### src/rtl/y_frame_packer.sv
// Hunts the en-qualified y bitstream for SYNC_WORD, then packs the following
// bits MSB-first into BYTES_PER_FRAME bytes before returning to the hunt.
module y_frame_packer #(
    parameter logic [3:0]  SYNC_WORD       = 4'b1011,
    parameter int unsigned BYTES_PER_FRAME = 2
) (
    input  logic       clock,
    input  logic       reset,
    input  logic       en,
    input  logic       y,
    output logic [7:0] data,
    output logic       data_valid,
    output logic       frame_end,
    output logic       locked
);

    localparam int unsigned BIT_W  = 3;
    localparam int unsigned BYTE_W = 4;

    typedef enum logic {
        HUNT = 1'b0,
        PACK = 1'b1
    } state_t;

    state_t              r_state;
    logic [2:0]          r_sreg;
    logic [6:0]          r_shift;
    logic [BIT_W-1:0]    r_bit_cnt;
    logic [BYTE_W-1:0]   r_byte_cnt;
    logic [7:0]          r_data;
    logic                r_data_valid;
    logic                r_frame_end;
    logic                r_locked;

    state_t              w_state_nxt;
    logic [2:0]          w_sreg_nxt;
    logic [6:0]          w_shift_nxt;
    logic [BIT_W-1:0]    w_bit_cnt_nxt;
    logic [BYTE_W-1:0]   w_byte_cnt_nxt;
    logic [BYTE_W-1:0]   w_byte_inc;
    logic [7:0]          w_data_nxt;
    logic                w_data_valid_nxt;
    logic                w_frame_end_nxt;

    assign w_byte_inc = r_byte_cnt + BYTE_W'(1);

    // Next-state and output decode; strobes default low so they never hold.
    always_comb begin
        w_state_nxt      = r_state;
        w_sreg_nxt       = r_sreg;
        w_shift_nxt      = r_shift;
        w_bit_cnt_nxt    = r_bit_cnt;
        w_byte_cnt_nxt   = r_byte_cnt;
        w_data_nxt       = r_data;
        w_data_valid_nxt = 1'b0;
        w_frame_end_nxt  = 1'b0;
        if (en) begin
            case (r_state)
                HUNT: begin
                    w_sreg_nxt = {r_sreg[1:0], y};
                    if ({r_sreg, y} == SYNC_WORD) begin
                        w_state_nxt    = PACK;
                        w_sreg_nxt     = 3'd0;
                        w_bit_cnt_nxt  = '0;
                        w_byte_cnt_nxt = '0;
                    end
                end
                PACK: begin
                    w_shift_nxt   = {r_shift[5:0], y};
                    w_bit_cnt_nxt = r_bit_cnt + BIT_W'(1);
                    if (r_bit_cnt == BIT_W'(7)) begin
                        w_data_nxt       = {r_shift, y};
                        w_data_valid_nxt = 1'b1;
                        if (w_byte_inc == BYTE_W'(BYTES_PER_FRAME)) begin
                            w_frame_end_nxt = 1'b1;
                            w_state_nxt     = HUNT;
                            w_byte_cnt_nxt  = '0;
                        end else begin
                            w_byte_cnt_nxt  = w_byte_inc;
                        end
                    end
                end
                default: w_state_nxt = HUNT;
            endcase
        end
    end

    always_ff @(posedge clock) begin
        if (reset) begin
            r_state      <= HUNT;
            r_sreg       <= 3'd0;
            r_shift      <= 7'd0;
            r_bit_cnt    <= '0;
            r_byte_cnt   <= '0;
            r_data       <= 8'h00;
            r_data_valid <= 1'b0;
            r_frame_end  <= 1'b0;
            r_locked     <= 1'b0;
        end else begin
            r_state      <= w_state_nxt;
            r_sreg       <= w_sreg_nxt;
            r_shift      <= w_shift_nxt;
            r_bit_cnt    <= w_bit_cnt_nxt;
            r_byte_cnt   <= w_byte_cnt_nxt;
            r_data       <= w_data_nxt;
            r_data_valid <= w_data_valid_nxt;
            r_frame_end  <= w_frame_end_nxt;
            r_locked     <= (w_state_nxt == PACK);
        end
    end

    assign data       = r_data;
    assign data_valid = r_data_valid;
    assign frame_end  = r_frame_end;
    assign locked     = r_locked;

endmodule
### config.mk
export PLATFORM = sky130hd
export DESIGN_NAME = y_frame_packer
export DESIGN_NICKNAME = d
export VERILOG_FILES = /design/src/rtl/y_frame_packer.sv
export SDC_FILE = /design/constraint.sdc
export NUM_CORES = 1
export LEC_CHECK = 0
export CAP_MARGIN = 40
export CORE_MARGIN = 5
export CORE_UTILIZATION = 45
export DETAILED_ROUTE_END_ITERATION = 16
export DONT_BUFFER_PORTS = 1
export HOLD_SLACK_MARGIN = 0.06
export PLACE_DENSITY = 0.65
export RECOVER_POWER = 25
export SYNTH_ARGS = -nofsm -noshare
export SYNTH_HDL_FRONTEND = slang
export SYNTH_SLANG_ARGS = --single-unit
### constraint.sdc
create_clock -name clock -period 2.4 [get_ports clock]
set_input_delay 0.6 -clock clock [delete_from_list [all_inputs] [get_ports clock]]
set_output_delay 0.6 -clock clock [all_outputs]
set_load 0.005 [all_outputs]
Yosys cells after proc, flatten, opt, wreduce, memory -nomap -nowiden
Index checks and enable logic that the tools add are counted.
{"block": "totals", "register_bits": 28, "latch_bits": 0, "ramBits": 0, "rom_bits": 0, "in_bits": 4, "output_inout_bits": 11, "wordCells": 38, "memories": 0}
{"block": "op_classes", "add_sub_neg": 2, "multipliers": 0, "n_div": 0, "n_lt_le_gt_ge": 0, "eq_ne": 5, "shift": 0, "mux": 13, "bitwise_logic": 3, "reduce_logical": 7}
{"cell": "two-way mux 4 bit", "count": 3}
{"cell": "one-hot mux 4 bit (2 select lines)", "count": 1}
{"cell": "two-way mux 3 bit", "count": 2}
{"cell": "one-hot mux 3 bit (2 select lines)", "count": 1}
{"cell": "AND reduction 2 bit", "count": 3}
{"cell": "AND reduction 3 bit", "count": 2}
{"cell": "two-way mux 1 bit", "count": 5}
{"cell": "adder 4 x 1 -> 4 bit, second input constant", "count": 1}
{"cell": "== test 4 x 2 -> 1 bit, second input constant", "count": 1}
{"cell": "== test 4 bit, second input constant", "count": 1}
{"cell": "OR reduction 4 bit", "count": 1}
{"cell": "adder 3 x 1 -> 3 bit, second input constant", "count": 1}
{"cell": "== test 3 bit, second input constant", "count": 1}
{"cell": "inverter 1 bit", "count": 3}
{"cell": "OR reduction 3 bit", "count": 1}
{"cell": "!= test 2 x 1 -> 1 bit, second input constant", "count": 1}
{"cell": "!= test 2 bit, second input constant", "count": 1}
{"cell": "one-hot mux 1 bit (2 select lines)", "count": 1}

Depth between registers and ports, before layout
{"block": "logic_depth", "ltp_word": 5, "ltp_mapped": 6, "ltp_nobuf": 6}

Worst setup path after synthesis
Ideal clock, no wire load.
{"block": "synth_timing", "kind": "register to register", "from": "register r_bit_cnt[0]", "to": "register r_byte_cnt[0]", "setup_time_ns": 0.062, "arrival_ns": 1.423, "required_time_ns": 2.338, "path_slack_ns": 0.915, "stages_incl_launch_ff": 7, "path_buffers": 0, "period_less_slack_ns": 1.485, "cell_sequence": "dfxtp_1 > ha_1 > ha_1 > and3_2 > a21o_1 > mux2_4 > nor2_2"}
{"block": "synth_via", "elab_chain_cells": 3}
{"element": "start: declaration", "line_no": "28", "text": "logic [BIT_W-1:0] r_bit_cnt;"}
{"element": "start signal: assignment", "line_no": "103", "text": "r_bit_cnt <= w_bit_cnt_nxt;"}
{"element": "== test 3 bit", "line_no": "71", "text": "if (r_bit_cnt == BIT_W'(7)) begin"}
{"element": "!= test 2 x 1 -> 1 bit (no source line)"}
{"element": "AND reduction 3 bit (no source line)"}
{"element": "end signal: assignment", "line_no": "104", "text": "r_byte_cnt <= w_byte_cnt_nxt;"}
{"element": "end: declaration", "line_no": "29", "text": "logic [BYTE_W-1:0] r_byte_cnt;"}
No other way between the ends.
A chain may end at the register's enable or synchronous reset.

==> run summary <==
Outcome = finished clean
Most frequent cells in the layout = 34 x nand2_1, 28 x dfxtp_1, 19 x a21oi_1
HPWL Detailed = 1460 µm
Crit Path Class = register to register
Register bit total from synthesis = 28
CP max-delay cell = dfxtp_1
Sw Share = 20.1%
Hold Crit Depth = 1
Worst-margin pin slew = 494 ps
Initial Utilization = 46.8%
Synth Area in Compound Gates = 14.7%
Setup TNS = 0 ps
Grt total ovfl = 0
DRT Pass-1 Iters = 4
Clock latency on the worst-skew pair = 320 ps
CTS Root Buffer Type = clkbuf_4
Psw = 0.000133 W
Place WS = 742 ps
Routability Congestion = 0.785
Die width = 60.5 µm
Cells on worst reg2reg path = 4
Final wirelength = 2070 µm
Hold buffers post-CTS = 0
Post-synthesis net count = 141
Max Cap Viol = 0
Die height = 60.5 µm
Fin crit share = 76.3%
Synth Warn # = 0
Non-Filler Instances = 159
Fill cells = 243
Largest family of logic cells by synthesized area = simple AND/OR/NAND/NOR gates
Area taken by multi-input logic gates = 526 µm²
CP required = 2670 ps
Slew HR = 67.0%
Routed Antenna Nets = 0
Register area share after synthesis = 48.8%
CTS Buffer Depth = 2
PD cells = 574 nW/µm²
Setup Fix Bufs, Post-CTS = 0
H-tree depth = 1
Vias per cell = 5.38
Final hold vios = 0
Crit path largest cell delay = 470 ps
RSZ-0062 raised after global routing = no
Area leader, netlist = dfxtp_1
Clk pwr share = 28.4%
Initial antenna violation count = 0
Worst EP arrival = 2100 ps
Distinct cells, synth = 32
Cts repair resizes = 0
Chain of cells forming the critical path = and2_0, nand2_1, mux2_4, nor2_2
Clock transition at path regs = 140 ps
Crit path buf inv count = 0
Top post-synthesis cells by area = dfxtp_1 49%, nand2_1 11%, a21oi_1 8.3%
Xor and xnor area share after synthesis = 0%
Ports = 15
Hold Slack = 325 ps
Diode count = 0
Critical path endpoint category = register
Layout Nets = 139
Maximum VDD drop = 0.438 mV
Peak Freq = 546 MHz
Wire length of the first global-routing pass = 3510 µm
Final slew viol count = 0
Fin util = 47.0%
Post-synthesis adder-cell area fraction = 4.36%
DIE AREA = 3660 µm²
Register area = 561 µm²
Number of global-route vias before repair = 798
Combinational Power Share = 0.9%
# clock sinks = 28
Cell count along the critical path = 4
Largest net degree at the start of global routing = 30
Post-DR wirelength/cell = 13.0 µm
Leakage power = 0.409 nW
Post-Synth Simple-Gate Area = 23.1%
Multiplexer area fraction after synthesis = 3.92%
Synthesized cell area = 1150 µm²
Minimum period implied by the final worst setup slack = 1830 ps
Setup Viol. Count Final = 0
Clk_skew = 1.82 ps
Core footprint = 2450 µm²
Synth top area share = 48.8%
Setup WS post-layout = 569 ps
Layout area overhead = 0.436%
Drc violations = 0
Vias after detailed routing = 856
CP Launch Type = register
CP delay by family, top = simple AND/OR/NAND/NOR gates
CTS tree = yes
Critical path peak fanout = 12
Fraction of layout cells with a size suffix above 1 = 5.43%
Total Routing Usage GR = 12.6%
Commonest non-fill, non-tap cell in the layout = nand2_1
DR iter-0 viols = 22
Row count = 18
Placed cells = 156
Reg power frac = 70.7%
Synth Instances = 133
IO Port Bufs = 0
CTS Buf Count = 3
Syn_area_per_cell = 8.64 µm²
Worst min path class = primary input to register
Pint = 0.000529 W
[routing by layer]
layer	vias to the layer above	share of wire, %	GRT usage [%]
met5	-	0	0
met4	0	0.63	2.79
met3	2	6.8	4.26
met2	18	45	19.8
met1	396	47	16.8
li1	440	-	-
[path summary, 6_finish.rpt]
kind	slack [ps]	endpoint	from
setup / recovery	570	r_byte_cnt[0]	locked
hold / removal	330	r_byte_cnt[0]	reset
setup reg to reg	570	r_byte_cnt[0]	locked
hold reg to reg	460	data[7]	r_shift[6]
[synthesized netlist by cell type]
cell,count
and4b_1,1
mux2_4,1
nand2_1,33
o2bb2ai_1,1
buf_4,2
and3_2,1
o21ai_0,2
and2_1,1
a21o_1,1
a31oi_1,1
nor2_2,1
and2_2,2
nor3_1,4
buf_6,2
buf_1,1
dfxtp_1,28
mux2i_1,3
nand2b_1,1
a311oi_1,1
a22oi_1,2
a21oi_1,19
o31a_1,1
inv_1,2
or3_1,1
nand2_2,1
nand3_1,3
or2_1,1
nor2b_1,1
nor2_1,8
a221oi_1,1
ha_1,4
buf_2,2
[kinds of logic after synthesis]
group	Yosys count
mux	4
flops	28
fa+ha+maj	4
compound gates	29
buf+inv	9
simple gates	59
[power by group through the flow]
stage | combinational (W) | sequential (W) | clock [W]
finish | 0.00000601 | 0.000468 | 0.000188
global route | 0.00000684 | 0.000469 | 0.000209
CTS | 0.00000615 | 0.000468 | 0.000198
detailed placement | 0.00000610 | 0.000478 | 0
global placement | 0.00000608 | 0.000478 | 0
floorplan | 0.0000133 | 0.000478 | 0
[sequential cells by signal, summed over array words and instances, names as in the netlist]
signal / count
r_shift: 7
locked: 1
frame_end: 1
data_valid: 1
r_sreg: 3
r_bit_cnt: 3
data: 8
r_byte_cnt: 4
[layout make-up]
cell class | instances | share of cell area [%]
well taps | 30 | 3.25
inverters | 2 | 0.651
flip-flops and latches | 28 | 48.6
multi-input cells | 96 | 45.6
clock buffers | 3 | 1.95
[per-stage QoR]
step           instance area, µm²  power, W
2_1_floorplan                1150  0.000491
3_3_place_gp                 1130  0.000484
3_5_place_dp                 1130  0.000484
4_1_cts                      1160  0.000672
5_1_grt                      1150  0.000685
6_report                     1150  0.000662
[worst reg2reg max path: stages, from the launching register on]
cell,delay [ps]
dfxtp_1,470
and2_0,470
nand2_1,390
mux2_4,390
nor2_2,70
Note: power is estimated with default switching activity, not from simulation.
